File: config.mk
export PLATFORM = sky130hd
export DESIGN_NAME = sprite_line_scheduler
export DESIGN_NICKNAME = d
export VERILOG_FILES = /design/src/rtl/sprite_line_scheduler.sv
export SDC_FILE = /design/constraint.sdc
export NUM_CORES = 2
export LEC_CHECK = 0
export BUFFER_PORTS_ARGS = -buffer_cell sky130_fd_sc_hd__buf_2
export CAP_MARGIN = 10
export CORE_ASPECT_RATIO = 0.6
export CORE_MARGIN = 4
export CORE_UTILIZATION = 46
export DETAILED_ROUTE_END_ITERATION = 12
export GPL_ROUTABILITY_DRIVEN = 0
export PLACE_DENSITY = 0.72
export SLEW_MARGIN = 20
export SYNTH_ARGS = -nofsm -noshare
export SYNTH_HDL_FRONTEND = slang
export SYNTH_SLANG_ARGS = --single-unit
export TNS_END_PERCENT = 10
File: constraint.sdc
create_clock -name i_clk -period 9.44 [get_ports i_clk]
set_clock_uncertainty 0.1 [all_clocks]
set_input_delay 1.888 -clock i_clk [delete_from_list [all_inputs] [get_ports i_clk]]
set_output_delay 1.888 -clock i_clk [all_outputs]
set_load 0.1 [all_outputs]
File: src/rtl/sprite_line_scheduler.sv
// Per-scanline sprite scheduler: scans a shadowed attribute table for sprites that hit
// the requested line, then streams their 32-pixel rows from the sprite ROM into a line buffer.
module sprite_line_scheduler #(
  parameter int NUM_SPRITES = 20,
  parameter int SLOTS       = 4,
  parameter int H_ACTIVE    = 640
) (
  input  logic         i_clk,
  input  logic         i_rst_n,
  input  logic [511:0] i_gl_input,
  input  logic         i_write,
  input  logic         i_line_req,
  input  logic [9:0]   i_next_line,
  output logic [9:0]   o_rom_addr,
  output logic [3:0]   o_rom_sel,
  input  logic [23:0]  i_rom_q,
  output logic         o_lb_we,
  output logic [9:0]   o_lb_addr,
  output logic [23:0]  o_lb_data,
  output logic         o_busy,
  output logic         o_done,
  output logic [2:0]   o_sprite_count,
  output logic         o_overflow,
  output logic         o_overrun
);

  localparam int          TBW       = 24 * NUM_SPRITES;
  localparam int          SW        = $clog2(SLOTS);
  localparam logic [2:0]  MAX_SLOTS = 3'(SLOTS);
  localparam logic [4:0]  LAST_IDX  = 5'(NUM_SPRITES - 1);

  typedef enum logic [2:0] {S_IDLE, S_SCAN, S_FETCH, S_DRAIN, S_DONE} state_t;

  state_t           r_state;
  logic [TBW-1:0]   r_shadow;
  logic [TBW-1:0]   r_pending;
  logic             r_pend_vld;
  logic [9:0]       r_line;
  logic [4:0]       r_scan_idx;
  logic [2:0]       r_nslots;
  logic [4:0]       r_slot_row [SLOTS];
  logic [3:0]       r_slot_id  [SLOTS];
  logic [9:0]       r_slot_x   [SLOTS];
  logic [SW-1:0]    r_cur_slot;
  logic [4:0]       r_col;
  logic [9:0]       r_rom_addr;
  logic [3:0]       r_rom_sel;
  logic [10:0]      r_addr_x;
  logic             r_addr_vld;
  logic [10:0]      r_wr_x;
  logic             r_wr_vld;
  logic             r_busy;
  logic             r_done;
  logic [2:0]       r_count;
  logic             r_overflow;

  logic [23:0]      w_entries [NUM_SPRITES];
  logic [23:0]      w_entry;
  logic [10:0]      w_diff;
  logic             w_visible;
  logic             w_take;
  logic [2:0]       w_nslots_after;
  logic [2:0]       w_top;
  logic [SW-1:0]    w_f_slot;
  logic [4:0]       w_f_col;
  logic [4:0]       w_f_row;
  logic [3:0]       w_f_id;
  logic [9:0]       w_f_x;
  logic             w_fetch_last;
  logic             w_lb_we;
  logic             w_unused_hi;

  for (genvar gi = 0; gi < NUM_SPRITES; gi++) begin : g_entry
    assign w_entries[gi] = r_shadow[24*gi +: 24];
  end

  assign w_unused_hi = ^i_gl_input[511:TBW];

  // Unsigned 11-bit difference: rows above the sprite top wrap to large values.
  assign w_entry        = w_entries[r_scan_idx];
  assign w_diff         = {1'b0, r_line} - {2'b0, w_entry[18:10]};
  assign w_visible      = w_entry[23] && (w_diff < 11'd32);
  assign w_take         = w_visible && (r_nslots < MAX_SLOTS);
  assign w_nslots_after = r_nslots + {2'b0, w_take};
  assign w_top          = w_nslots_after - 3'd1;
  assign w_fetch_last   = (r_col == 5'd31) && (r_cur_slot == '0);

  // Next ROM target; at the end of SCAN the top slot may be the entry being stored this cycle.
  always_comb begin
    w_f_slot = r_cur_slot;
    w_f_col  = r_col + 5'd1;
    if (r_state == S_SCAN) begin
      w_f_slot = w_top[SW-1:0];
      w_f_col  = 5'd0;
    end else if (r_col == 5'd31) begin
      w_f_slot = r_cur_slot - 1'b1;
    end
    w_f_row = r_slot_row[w_f_slot];
    w_f_id  = r_slot_id[w_f_slot];
    w_f_x   = r_slot_x[w_f_slot];
    if ((r_state == S_SCAN) && w_take) begin
      w_f_row = w_diff[4:0];
      w_f_id  = w_entry[22:19];
      w_f_x   = w_entry[9:0];
    end
  end

  always_ff @(posedge i_clk or negedge i_rst_n) begin
    if (!i_rst_n) begin
      r_shadow   <= '0;
      r_pending  <= '0;
      r_pend_vld <= 1'b0;
    end else if (r_state == S_IDLE) begin
      if (i_write) r_shadow <= i_gl_input[TBW-1:0];
    end else if (r_state == S_DONE) begin
      if (i_write) r_shadow <= i_gl_input[TBW-1:0];
      else if (r_pend_vld) r_shadow <= r_pending;
      r_pend_vld <= 1'b0;
    end else if (i_write) begin
      r_pending  <= i_gl_input[TBW-1:0];
      r_pend_vld <= 1'b1;
    end
  end

  always_ff @(posedge i_clk or negedge i_rst_n) begin
    if (!i_rst_n) begin
      r_state    <= S_IDLE;
      r_line     <= '0;
      r_scan_idx <= '0;
      r_nslots   <= '0;
      r_cur_slot <= '0;
      r_col      <= '0;
      r_rom_addr <= '0;
      r_rom_sel  <= '0;
      r_addr_x   <= '0;
      r_addr_vld <= 1'b0;
      r_wr_x     <= '0;
      r_wr_vld   <= 1'b0;
      r_busy     <= 1'b0;
      r_done     <= 1'b0;
      r_count    <= '0;
      r_overflow <= 1'b0;
      for (int i = 0; i < SLOTS; i++) begin
        r_slot_row[i] <= '0;
        r_slot_id[i]  <= '0;
        r_slot_x[i]   <= '0;
      end
    end else begin
      r_wr_vld <= r_addr_vld;
      r_wr_x   <= r_addr_x;
      case (r_state)
        S_IDLE: begin
          r_done <= 1'b0;
          if (i_line_req) begin
            r_state    <= S_SCAN;
            r_busy     <= 1'b1;
            r_line     <= i_next_line;
            r_scan_idx <= '0;
            r_nslots   <= '0;
            r_count    <= '0;
            r_overflow <= 1'b0;
          end
        end
        S_SCAN: begin
          if (w_take) begin
            r_slot_row[r_nslots[SW-1:0]] <= w_diff[4:0];
            r_slot_id[r_nslots[SW-1:0]]  <= w_entry[22:19];
            r_slot_x[r_nslots[SW-1:0]]   <= w_entry[9:0];
          end
          if (w_visible && !w_take) r_overflow <= 1'b1;
          r_nslots   <= w_nslots_after;
          r_scan_idx <= r_scan_idx + 5'd1;
          if (r_scan_idx == LAST_IDX) begin
            if (w_nslots_after != 3'd0) begin
              r_state    <= S_FETCH;
              r_addr_vld <= 1'b1;
              r_cur_slot <= w_f_slot;
              r_col      <= w_f_col;
              r_rom_addr <= {w_f_row, w_f_col};
              r_rom_sel  <= w_f_id;
              r_addr_x   <= {1'b0, w_f_x} + {6'b0, w_f_col};
            end else begin
              r_state <= S_DONE;
            end
          end
        end
        S_FETCH: begin
          if (w_fetch_last) begin
            r_state    <= S_DRAIN;
            r_addr_vld <= 1'b0;
            r_rom_addr <= '0;
            r_rom_sel  <= '0;
          end else begin
            r_cur_slot <= w_f_slot;
            r_col      <= w_f_col;
            r_rom_addr <= {w_f_row, w_f_col};
            r_rom_sel  <= w_f_id;
            r_addr_x   <= {1'b0, w_f_x} + {6'b0, w_f_col};
          end
        end
        S_DRAIN: r_state <= S_DONE;
        S_DONE: begin
          r_state <= S_IDLE;
          r_busy  <= 1'b0;
          r_done  <= 1'b1;
          r_count <= r_nslots;
        end
        default: r_state <= S_IDLE;
      endcase
    end
  end

  // Write stage pairs the delayed column with the ROM word returned this cycle.
  assign w_lb_we        = r_wr_vld && (i_rom_q != 24'h000000) && (r_wr_x < 11'(H_ACTIVE));
  assign o_lb_we        = w_lb_we;
  assign o_lb_addr      = w_lb_we ? r_wr_x[9:0] : 10'd0;
  assign o_lb_data      = w_lb_we ? i_rom_q : 24'd0;
  assign o_rom_addr     = r_rom_addr;
  assign o_rom_sel      = r_rom_sel;
  assign o_busy         = r_busy;
  assign o_done         = r_done;
  assign o_sprite_count = r_count;
  assign o_overflow     = r_overflow;
  assign o_overrun      = i_line_req && (r_state != S_IDLE);

endmodule
==> summary.txt <==
STA
  – Finish-stage setup viols: 0
  – Worst-margin pin slew: between 1 and 1.5 ns
  – RSZ-0062 raised after global routing: false
  – Fin. max-slew vios: 0
  – Final worst path period need: between 8 and 9 ns
  – Endpoints failing hold: 0
  – Period utilisation layout: about 87%
  – Slew HR: ~18%
  – Max Clk Rate: approximately 120 MHz
  – Setup TNS: 0 ns

Drt
  – Pre-antenna DRT Iters: 6
  – Final wirelength: 154 mm
  – First-iteration detailed-routing DRC count: between 3000 and 4000
  – Via count: between 30000 and 40000
  – WL per Instance: 23.4 um
  – Vias per cell: 5.68
  – Number of routed nets with antenna violations: 0
  – Residual DRC: 0

Yosys
  – Ys async rst share: 100%
  – Cell variety after synth: slightly above 50
  – Main synth FF type: dfrtp_1
  – Synthesized instance count: ~4600
  – Syn_area_per_cell: 10.8 um^2
  – Synth Cell Area: 50000 um^2
  – Yosys warns: 0
  – Syn_nets: 5187
  – Sequential area share after synthesis: between 50% and 60%
  – Seq cells post-synth: 1109
  – EDFF count, synth: 0

Floorplanning
  – Io pins: 606
  – Die W: roughly 430 um
  – Total die area: between 100000 and 150000 um^2
  – Die Y: between 200 and 300 um
  – Core box area: roughly 110000 um^2
  – Num rows: slightly above 90
  – Initial Utilization: 46.5%

Final layout
  – Area delta synth->final: 15.3%
  – Post-route insts no fill: 6569
  – Filler cells: 9222
  – Ratio of cells with drive above 1 in the final layout: between 20 and 30%
  – Number of nets in the layout: about 5600

Worst setup path
  – Worst EP arrival: between 8 and 9 ns
  – CP max FO: between 40 and 50
  – Worst path top cell family by delay: multiplexers
  – CP Class: reg -> reg
  – Worst path slowest cell: dfrtp_4
  – Critical Path End Type: register
  – Max stage delay on crit path: between 1 and 1.5 ns
  – Sequence of cells on the critical path: buf_4 -> mux4_2 -> mux4_2 -> a22oi_1 -> ha_1 -> inv_1 -> or3_1 -> a211o_1 -> a21oi_1 -> nand4_1 -> nor4_1 -> ha_1 -> mux2i_4 -> buf_4 -> mux2_2 -> a21oi_1 -> mux2i_1 -> ha_1 -> a21oi_1 -> nor2_1 -> xor2_1 -> mux2i_1 -> o21ai_0
  – Worst path buffer plus inverter count: 3
  – Worst EP required: 9.90 ns
  – CP startpoint kind: register

Clock tree
  – CTS Root Cell: clkbuf_16
  – CTS tree: built
  – H-Tree Level Count: 3
  – TritonCTS buffer count: ~110
  – Clock Sinks: 1109
  – Post-CTS setup buffer count: 0
  – Clock latency on the worst-skew pair: approximately 0.74 ns
  – CTS clk-pin slew, worst paths: about 0.070 ns
  – Clk buf depth: 3
  – # hold bufs at CTS: 0
  – Post-cts repair resize count: 0

Min path
  – HP Class: reg -> reg

Global route
  – GRT Overall Usage: around a quarter
  – Vias in the first global route: about 36000
  – First-pass GRT wire length: 230 mm
  – Pin count of the biggest net entering global routing: 234
  – GR Overflow Total: 0
  – Initial antenna violation count: 120

Place
  – DP Wirelength: around 110 mm
  – # port buffers: 573
  – Placed instance count: approximately 6300

Outcome
  – Status: finished clean

Power and ir drop
  – P_leak: approximately 25 nW
  – Peak supply drop: between 0.0002 and 0.0003 V
  – P per Cell Area: around 370 nW/um^2

Job
  – Max Cap Violations: 0
## Yosys cell counts (5+ instances only)
master | number | area [um^2]
xnor2_1 | 11 | 96.3
nand4_1 | 7 | 43.8
buf_2 | 19 | 95.1
a22oi_1 | 17 | 128
nor3_1 | 6 | 30.0
dfrtp_1 | 1109 | 27800
buf_6 | 5 | 56.3
a211oi_1 | 16 | 120
clkbuf_1 | 297 | 1110
a21oi_1 | 33 | 165
nand3_1 | 12 | 60.1
a31oi_1 | 485 | 3030
nor4_1 | 8 | 50.1
mux2_2 | 518 | 5830
a21o_1 | 7 | 52.6
and2_1 | 39 | 244
o21ai_0 | 91 | 455
mux4_2 | 137 | 3090
mux2i_1 | 44 | 440
inv_1 | 18 | 67.6
a22o_1 | 10 | 87.6
buf_4 | 6 | 45.0
nand2_1 | 1099 | 4130
o211a_1 | 5 | 50.1
xor2_1 | 8 | 70.1
nor2_1 | 515 | 1930
ha_1 | 21 | 263
nor2b_1 | 15 | 93.8
buf_1 | 17 | 63.8
## worst reg2reg max path: stages (launching register included)
cell and delay [ns]:
dfrtp_4 1.09, buf_4 0.49, mux4_2 0.49, mux4_2 0.56, a22oi_1 0.18, ha_1 0.25, inv_1 0.11, or3_1 0.37
a211o_1 0.27, a21oi_1 0.14, nand4_1 0.22, nor4_1 0.28, ha_1 0.34, mux2i_4 0.68, buf_4 0.52, mux2_2 0.39
a21oi_1 0.14, mux2i_1 0.14, ha_1 0.41, a21oi_1 0.36, nor2_1 0.11, xor2_1 0.15, mux2i_1 0.14, o21ai_0 0.08
## stage by stage
step                area (um^2)  util [%]  setup WS, ns  total power [mW]  hold slack (ns)
floorplan                 50000         -          1.56              13.7            0.254
global placement          53900      50.1          1.35              16.6            0.264
detailed placement        53900      50.1          1.31              16.9            0.261
CTS                       57500      53.4          1.33              21.4            0.275
global route              57600      53.5         0.746              22.5            0.279
finish                    57600      53.6          1.26              21.3            0.272
## flip-flops by register name, summed over array words and instances (netlist names), 11 cells and up
signal	count
r_shadow	480
r_pending	480
r_addr_x	11
r_slot_id	16
r_wr_x	11
r_slot_x	40
r_slot_row	20
## where the power goes
group | switching, mW | internal (mW) | total, mW
sequential | 1.22 | 6.60 | 7.81
clock | 1.93 | 2.46 | 4.40
combinational | 5.56 | 3.56 | 9.13
total | 8.71 | 12.6 | 21.3
## layer usage
layer	global-route usage [%]	part of all wire, %	vias to the layer above
met1	38.6	45	18900
met4	8.60	3.2	52
met2	38.8	44	1177
li1	-	-	16900
met3	7.46	8.0	295
met5	0	0.22	-
## cells in the final DEF, fill, tap and decap left out, drive strengths merged, types with 17 or more instances in the layout
master and count:
dfrtp 1109, clkinv 21, mux2i 45, ha 21, nand2 1099, mux4 137
buf 626, a31oi 485, o21ai 92, clkbuf 158, a21oi 34, a22oi 17
mux2 518, nor2 515, inv 21, diode 58, and2 39
## cells by family after synthesis
logic type	synth area share (%)
mux	18.8
flops	55.5
xor+xnor	0.333
buf+inv	2.88
compound gates	8.45
simple gates	13.5
fa+ha+maj	0.605
## area by class of cell
type	instances	area [um^2]	area share, %
diodes	58	145	0.252
clock buffers	157	3130	5.44
clock inverters	32	418	0.725
inverters	18	67.6	0.117
multi-input cells	3143	20900	36.2
flip-flops and latches	1109	27800	48.2
well taps	1425	1780	3.09
repair buffers	627	3470	6.02
## worst paths after layout
path	slack (ns)	start	end	depth (start not counted)
hold reg to reg	0.27	r_addr_x[4]$_DFFE_PN0P_	r_wr_x[4]$_DFF_PN0_	0
min in group asynchronous	1.11	i_rst_n	r_pending[196]$_DFFE_PN0P_	1
max in group asynchronous	5.98	i_rst_n	r_shadow[91]$_DFFE_PN0P_	3
setup / recovery	1.26	r_scan_idx[1]$_DFFE_PN0P_	r_addr_x[7]$_DFFE_PN0P_	23
hold / removal	0.27	r_addr_x[4]$_DFFE_PN0P_	r_wr_x[4]$_DFF_PN0_	0
setup reg to reg	1.26	r_scan_idx[1]$_DFFE_PN0P_	r_addr_x[7]$_DFFE_PN0P_	23
No activity file was read; power rests on OpenSTA's default activity.
